==> src/rtl/uart_pkg.sv <==
// Shared UART definitions: receiver state encoding, default frame geometry
// and the line-level frame layout used by both the serializer and receiver.
package uart_pkg;

  typedef enum logic [2:0] {
    IDLE,
    START,
    DATA,
    STOP,
    BREAK
  } rx_state_t;

  localparam int UART_OVERSAMPLE = 16;
  localparam int UART_DATA_BITS  = 8;

  // Frame layout: one low start bit, data LSB first, one high stop bit.
  localparam logic UART_START_BIT = 1'b0;
  localparam logic UART_STOP_BIT  = 1'b1;
  localparam bit   UART_LSB_FIRST = 1'b1;

endpackage

==> src/rtl/uart_sync.sv <==
// Multi-flop synchronizer for an asynchronous pad input. Resets to 1 so an
// idle-high serial line does not look like a start bit on reset release.
module uart_sync #(
  parameter int STAGES = 2
) (
  input  logic clk,
  input  logic rst_n,
  input  logic async_i,
  output logic sync_o
);

  logic [STAGES-1:0] sync_q;

  // Shift the raw input through the flop chain every clock.
  always_ff @(posedge clk or negedge rst_n) begin
    if (!rst_n) begin
      sync_q <= '1;
    end else begin
      sync_q <= {sync_q[STAGES-2:0], async_i};
    end
  end

  assign sync_o = sync_q[STAGES-1];

endmodule

==> src/rtl/uart_rx_block.sv <==
// UART receiver, 8N1 by default. Oversamples the synchronized line on the
// shared sample_en tick, confirms the start bit at mid-bit, then samples each
// data bit and the stop bit at its centre.
//
// state | meaning
// IDLE  | line idle, waiting for a low sample
// START | counting to the middle of the start bit to reject glitches
// DATA  | sampling data bits at each bit centre, LSB first
// STOP  | sampling the stop bit; good -> valid, low -> frame_err
// BREAK | stop bit was low; wait for the line to go high before rearming
module uart_rx_block
  import uart_pkg::*;
#(
  parameter int OVERSAMPLE  = UART_OVERSAMPLE,
  parameter int DATA_BITS   = UART_DATA_BITS,
  parameter int SYNC_STAGES = 2
) (
  input  logic                 clk,
  input  logic                 rst_n,
  input  logic                 sample_en,
  input  logic                 rx_in,
  output logic [DATA_BITS-1:0] data_out,
  output logic                 valid,
  output logic                 frame_err,
  output logic                 busy
);

  localparam int CNT_W = $clog2(OVERSAMPLE);
  localparam int IDX_W = $clog2(DATA_BITS + 1);

  localparam logic [CNT_W-1:0] HALF_LAST = CNT_W'(OVERSAMPLE / 2 - 1);
  localparam logic [CNT_W-1:0] BIT_LAST  = CNT_W'(OVERSAMPLE - 1);
  localparam logic [IDX_W-1:0] IDX_LAST  = IDX_W'(DATA_BITS - 1);

  logic rx_s;

  rx_state_t             state_q, state_d;
  logic [CNT_W-1:0]      cnt_q, cnt_d;
  logic [IDX_W-1:0]      bit_idx_q, bit_idx_d;
  logic [DATA_BITS-1:0]  shift_q, shift_d;
  logic [DATA_BITS-1:0]  data_q, data_d;
  logic                  valid_q, valid_d;
  logic                  ferr_q, ferr_d;

  uart_sync #(
    .STAGES (SYNC_STAGES)
  ) u_sync (
    .clk     (clk),
    .rst_n   (rst_n),
    .async_i (rx_in),
    .sync_o  (rx_s)
  );

  // Register all receiver state; pulses are rebuilt from defaults every clock.
  always_ff @(posedge clk or negedge rst_n) begin
    if (!rst_n) begin
      state_q   <= IDLE;
      cnt_q     <= '0;
      bit_idx_q <= '0;
      shift_q   <= '0;
      data_q    <= '0;
      valid_q   <= 1'b0;
      ferr_q    <= 1'b0;
    end else begin
      state_q   <= state_d;
      cnt_q     <= cnt_d;
      bit_idx_q <= bit_idx_d;
      shift_q   <= shift_d;
      data_q    <= data_d;
      valid_q   <= valid_d;
      ferr_q    <= ferr_d;
    end
  end

  // Next-state logic; everything except the pulses is frozen between ticks.
  always_comb begin
    state_d   = state_q;
    cnt_d     = cnt_q;
    bit_idx_d = bit_idx_q;
    shift_d   = shift_q;
    data_d    = data_q;
    valid_d   = 1'b0;
    ferr_d    = 1'b0;

    if (sample_en) begin
      case (state_q)
        IDLE: begin
          if (rx_s == UART_START_BIT) begin
            state_d = START;
            cnt_d   = '0;
          end
        end

        START: begin
          if (cnt_q == HALF_LAST) begin
            if (rx_s == UART_START_BIT) begin
              state_d   = DATA;
              cnt_d     = '0;
              bit_idx_d = '0;
            end else begin
              state_d = IDLE;
            end
          end else begin
            cnt_d = cnt_q + 1'b1;
          end
        end

        DATA: begin
          if (cnt_q == BIT_LAST) begin
            shift_d   = {rx_s, shift_q[DATA_BITS-1:1]};
            cnt_d     = '0;
            bit_idx_d = bit_idx_q + 1'b1;
            if (bit_idx_q == IDX_LAST) begin
              state_d = STOP;
            end
          end else begin
            cnt_d = cnt_q + 1'b1;
          end
        end

        STOP: begin
          if (cnt_q == BIT_LAST) begin
            cnt_d = '0;
            if (rx_s == UART_STOP_BIT) begin
              data_d  = shift_q;
              valid_d = 1'b1;
              state_d = IDLE;
            end else begin
              ferr_d  = 1'b1;
              state_d = BREAK;
            end
          end else begin
            cnt_d = cnt_q + 1'b1;
          end
        end

        BREAK: begin
          if (rx_s == UART_STOP_BIT) begin
            state_d = IDLE;
          end
        end

        default: begin
          state_d = IDLE;
        end
      endcase
    end
  end

  assign data_out  = data_q;
  assign valid     = valid_q;
  assign frame_err = ferr_q;
  assign busy      = (state_q != IDLE);

endmodule

==> config.mk <==
export PLATFORM = sky130hd
export DESIGN_NAME = uart_rx_block
export DESIGN_NICKNAME = d
export VERILOG_FILES = /design/src/rtl/uart_pkg.sv /design/src/rtl/uart_sync.sv /design/src/rtl/uart_rx_block.sv
export SDC_FILE = /design/constraint.sdc
export NUM_CORES = 1
export LEC_CHECK = 0
export ABC_AREA = 1
export CAP_MARGIN = 30
export CORE_MARGIN = 4
export CORE_UTILIZATION = 50
export DETAILED_ROUTE_END_ITERATION = 12
export HOLD_SLACK_MARGIN = 0.15
export PLACE_DENSITY = 0.71
export RECOVER_POWER = 25
export SLEW_MARGIN = 20
export SYNTH_ARGS = -nofsm -noshare
export SYNTH_HDL_FRONTEND = slang
export SYNTH_SLANG_ARGS = --single-unit
==> constraint.sdc <==
create_clock -name clk -period 1.6 [get_ports clk]
set_input_delay 0.16 -clock clk [delete_from_list [all_inputs] [get_ports clk]]
set_output_delay 0.16 -clock clk [all_outputs]
set_load 0.1 [all_outputs]
# Word-level counts from Yosys, hierarchy flattened
# Cells that the tools add are included.
# Widths: inputs -> output; s select.
[totals]
output_inout_bits = 11
input_bits = 4
wordCells = 59
reg_bits = 31
[classes]
n_addsub = 2
n_mux = 25
n_reduce_logical = 10
eq_ne = 14
[op_table]
columns = ["operator", "n"]
rows = [
  ["$mux 4", 6],
  ["$mux 3", 7],
  ["$pmux 3 s5", 1],
  ["$ne 2x2->1 const B", 6],
  ["$pmux 4 s3", 1],
  ["$add 4x1->4 const B", 2],
  ["$eq 4x3->1 const B", 2],
  ["$mux 1", 8],
  ["$pmux 4 s2", 1],
  ["$reduce_and 7->1", 1],
  ["$eq 3x2->1 const B", 2],
  ["$reduce_bool 3->1", 2],
  ["$reduce_and 5->1", 1],
  ["$eq 4x4->1 const B", 1],
  ["$reduce_and 4->1", 1],
  ["$eq 3x1->1 const B", 1],
  ["$eq 3x3->1 const B", 1],
  ["$logic_not 3->1", 1],
  ["$reduce_and 3->1", 1],
  ["$mux 2", 1],
  ["$ne 2x1->1 const B", 1],
  ["$reduce_and 2->1", 1],
  ["$reduce_bool 2->1", 1],
  ["$reduce_or 2->1", 1],
]

# Depth between registers and ports, before layout
[logic_depth]
depth_word = 4
ltp_mapped = 9
ltp_nobuf = 9

# Hierarchy
# A second synthesis with hierarchy kept.
[unflattened]
cells_unflattened = 182
hier_area_um2 = 1624.1
[by_module_without_submodules]
columns = ["mod", "cells_each", "seq_area_each_um2", "area_each_um2", "instances"]
rows = [
  ["uart_rx_block", 180, 725.7, 1571.5, 1],
  ["uart_sync", 2, 52.6, 52.6, 1],
]

# Worst setup path after synthesis
# No wires, ideal clock.
[synth_timing]
kind = "reg2reg"
startpoint = "reg cnt_q[0]"
endpoint = "reg data_q[6] (netlist: data_out[6])"
slack_ns = 0.157
arrival_time_ns = 1.321
required_time_ns = 1.479
synth_period_minus_slack_ns = 1.443
path_stages_with_launch = 8
setup_time_ns = 0.121
path_buffers = 1
path_cell_list = "dfrtp_1 > ha_1 > nand3_4 > nor2_8 > nand3_4 > buf_6 > nand2_2 > o21ai_2"
[synth_between]
elab_chain_len = 2
[synth_rtl]
columns = ["element", "line_no", "text"]
rows = [
  ["from (decl)", "uart_rx_block.sv:38", "logic [CNT_W-1:0] cnt_q, cnt_d;"],
  ["from (signal assigned)", "uart_rx_block.sv:66", "cnt_q <= cnt_d;"],
  ["$eq 4x4->1", "uart_rx_block.sv:122", "if (cnt_q == BIT_LAST) begin"],
  ["$reduce_and 4->1 (no line)", "n/a", ""],
  ["to (signal assigned)", "uart_rx_block.sv:69", "data_q <= data_d;"],
  ["to (decl)", "uart_rx_block.sv:41", "logic [DATA_BITS-1:0] data_q, data_d;"],
]
# Every way passes these cells.
# A chain may end at the register's enable or synchronous reset.

# Worst setup path after layout
[layout_timing]
startpoint = "reg cnt_q[1]"
endpoint = "reg data_q[5] (netlist: data_out[5])"
# The elaborated chain is that of the path after synthesis.

==> impl_metrics.py <==
metrics = {
    "logic_synthesis": {
        "syn_inst": 194,
        "yosys_warnings": 0,
        "synth_nets": 200,
        "synth_seq_cells": 31,
        "synth_area_sq_um": 1650,
        "seq_area_frac_synth": 0.472,
        "synth.avg_cell_area_sq_um": 8.51,
        "synthDistinctLibCells": 27,
    },
    "timing": {
        "clock_skew_ns": 0.00562,
        "timing.final.crit_period_ns": 1.44,
        "rsz0062_at_grt": "no",
        "timing.fmax_mhz": 694,
        "relSlewSlack": 0.512,
        "worst_slew_pin_slew_ns": 0.732,
        "timing.setup.tns_ns": 0,
        "setup_viol": 0,
        "maxSlewViolCount": 0,
        "hold_viol": 0,
        "period_share": 0.900,
    },
    "grt": {
        "grt_use_total": 0.159,
        "grt_max_degree": 32,
        "grt_overflow": 0,
        "antenna_found_initial": 0,
        "grt_pass1_vias": 1233,
        "grt_pass1_wl_microns": 5260,
    },
    "route": {
        "drtIter0Drc": 81,
        "via_per_inst": 5.10,
        "drt-pass1-iter-count": 4,
        "wl_per_cell_microns": 11.4,
        "drc": 0,
        "drt.antenna.violating_nets": 0,
        "vias": 1310,
        "drt-total-wl_microns": 2930,
    },
    "power": {
        "p_sw_frac": 0.388,
        "p_clk_frac": 0.252,
        "comb_power_share": 0.356,
        "internal_power_mw": 1.55,
        "p_seq_frac": 0.392,
        "p_per_area_nw_per_um2": 1250,
        "p_switching_mw": 0.984,
        "peakVddDrop_mv": 0.815,
        "total_leakage_power_nw": 0.993,
    },
    "cells_and_area": {
        "fillers": 267,
        "nets": 218,
        "areaGrowthSynthToFinish_pct": 23.0,
        "final_common_cell": "nand2_1",
        "final_cell_area_sq_um": 2030,
        "diodes": 0,
        "final_cell_mix": "nand2_1 (59), dfrtp_1 (28), nand3_1 (22)",
        "drive_gt1_frac": 0.286,
    },
    "floorplanning": {
        "core_sq_um": 3100,
        "initial_core_util": 0.532,
        "die-width_microns": 65.5,
        "die_area_sq_um": 4280,
        "num_rows": 20,
        "dieHeight_microns": 65.5,
        "ios": 15,
    },
    "critical_path": {
        "r2r-end": "data_out[5]$_DFFE_PN0P_",
        "cpMostUsedCell": "nand3_4",
        "cp_cell_sequence": "ha_4 -> nand3_4 -> nor2_8 -> nand3_4 -> nand2_1 -> o21ai_2",
        "reg2reg_depth": 6,
        "worst-path-buf-inv": 0,
        "cp-start-kind": "register",
        "cp_data_arrival_time_ns": 1.67,
        "critical-path-slowest-cell": "dfrtp_2",
        "reg2reg_from": "cnt_q[1]$_DFFE_PN0P_",
        "required_ns": 1.83,
        "path_max_fanout": 16,
        "path_class": "register to register",
        "slowest_delay_ns": 0.44,
        "cp_top_family": "simple AND/OR/NAND/NOR gates",
        "r2r_slack_ns": 0.16,
        "path_depth": 6,
        "critPathCaptureType": "register",
    },
    "clock_tree": {
        "htreeDepth": 2,
        "post_cts.repair.setup_buffers": 0,
        "cts_tree": "yes",
        "holdBufCountCts": 0,
        "cts_sinks": 31,
        "cts_buffers": 5,
        "cts_buffer_depth": 2,
        "cts_resized": 0,
        "clkLatencyLatePin_ns": 0.33,
        "ctsRootBufferMaster": "clkbuf_4",
        "clkTransAtPathRegs_ns": 0.10,
    },
    "placement": {
        "hpwl_microns": 2130,
        "dpl-instance-area_sq_um": 1930,
        "gp_congestion": 0.812,
        "portBuffers": 14,
    },
    "hold_path": {
        "holdPathEnd": "u_sync.sync_q[1]$_DFF_PN1_",
        "min_path_type": "register to register",
        "worstHoldStart": "u_sync.sync_q[0]$_DFF_PN1_",
        "whs_path_depth": 0,
    },
    "run_status": {
        "outcome": "complete, no violations",
    },
    "flow_run": {
        "maxCapViolCount": 0,
    },
}
worst max path at each step:
stage / from / end / slack (ns)
global route: state_q[2]$_DFFE_PN0P_ / bit_idx_q[3]$_DFFE_PN0P_ / 0.03
global placement: sample_en / data_out[2]$_DFFE_PN0P_ / 0.09
floorplan: cnt_q[0]$_DFFE_PN0P_ / data_out[6]$_DFFE_PN0P_ / 0.16
CTS: cnt_q[1]$_DFFE_PN0P_ / data_out[5]$_DFFE_PN0P_ / 0.03
detailed placement: cnt_q[1]$_DFFE_PN0P_ / data_out[5]$_DFFE_PN0P_ / 0.03
finish: cnt_q[1]$_DFFE_PN0P_ / data_out[5]$_DFFE_PN0P_ / 0.16
synthesized netlist by cell type, drive strengths merged:
library cell,instances,area share
dfstp,2,0.032
xor2,1,0.0053
inv,22,0.050
a31oi,1,0.0038
a21oi,1,0.0030
ha,2,0.015
nor3b,1,0.0046
a31o,1,0.0053
buf,5,0.023
nand3,26,0.10
dfrtp,29,0.44
o21ai,19,0.092
nor2,15,0.053
nand2,65,0.16
clkinv,1,0.0023
nand4,3,0.011
power groups by stage:
stage                     Combinational (mW)  Clock (mW)  Sequential, mW
after floorplan                        0.713           0           0.937
after global placement                 0.871           0           0.986
after detailed placement               0.882           0           0.991
after CTS                              0.884       0.648           0.976
after global routing                    1.02       0.679            1.01
final                                  0.902       0.638           0.993
state kept, by name, summed over array words and instances (netlist names):
| signal | count |
|---|---|
| state_q | 3 |
| frame_err | 1 |
| data_out | 8 |
| u_sync.sync_q | 2 |
| cnt_q | 4 |
| valid | 1 |
| shift_q | 8 |
| bit_idx_q | 4 |
worst register-to-register path: stages (launching register included):
cell and delay, ns:
dfrtp_2 0.44, ha_4 0.18, nand3_4 0.15, nor2_8 0.16, nand3_4 0.22, nand2_1 0.15, o21ai_2 0.06
per-layer routing:
| layer | global-route usage | share of wire | wire [microns] | vias up |
|---|---|---|---|---|
| li1 | - | - | - | 659 |
| met1 | 0.207 | 0.45 | 1320 | 612 |
| met2 | 0.250 | 0.49 | 1430 | 34 |
| met3 | 0.0376 | 0.048 | 141 | 5 |
| met4 | 0.0699 | 0.015 | 44 | 0 |
| met5 | 0 | 0 | 0 | - |
layout make-up:
cell class / instances / area, sq um / area share
Clock buffer: 6 / 51.3 / 0.0253
Clock inverter: 2 / 35.0 / 0.0173
Inverter: 23 / 86.3 / 0.0425
Multi-Input combinational cell: 135 / 761 / 0.375
Sequential cell: 31 / 779 / 0.384
Tap cell: 44 / 55.1 / 0.0271
Timing Repair Buffer: 16 / 263 / 0.129
kinds of logic (layout without fill, tap and decap cells):
family                     Yosys count  in the layout  share of synthesized area
AOI/OAI and AO/OA                   22             22                      0.104
adders and majority gates            2              2                     0.0152
buffers and inverters               28             47                     0.0751
DFF                                 31             31                      0.472
xor gates and xnor gates             1              1                    0.00531
and+or+nand+nor                    110            110                      0.329
stage by stage:
step / power, mW / hold WS [ns] / instances / worst slack (ns) / util
3_3_place_gp: 1.86 / 0.347 / 249 / 0.0896 / 0.623
2_1_floorplan: 1.65 / -0.136 / 194 / 0.157 / -
4_1_cts: 2.51 / 0.213 / 257 / 0.0337 / 0.651
3_5_place_dp: 1.87 / 0.349 / 249 / 0.0342 / 0.623
5_1_grt: 2.70 / 0.356 / 257 / 0.0252 / 0.654
6_report: 2.53 / 0.356 / 257 / 0.160 / 0.654
Note: power is estimated with default switching activity, not from simulation.
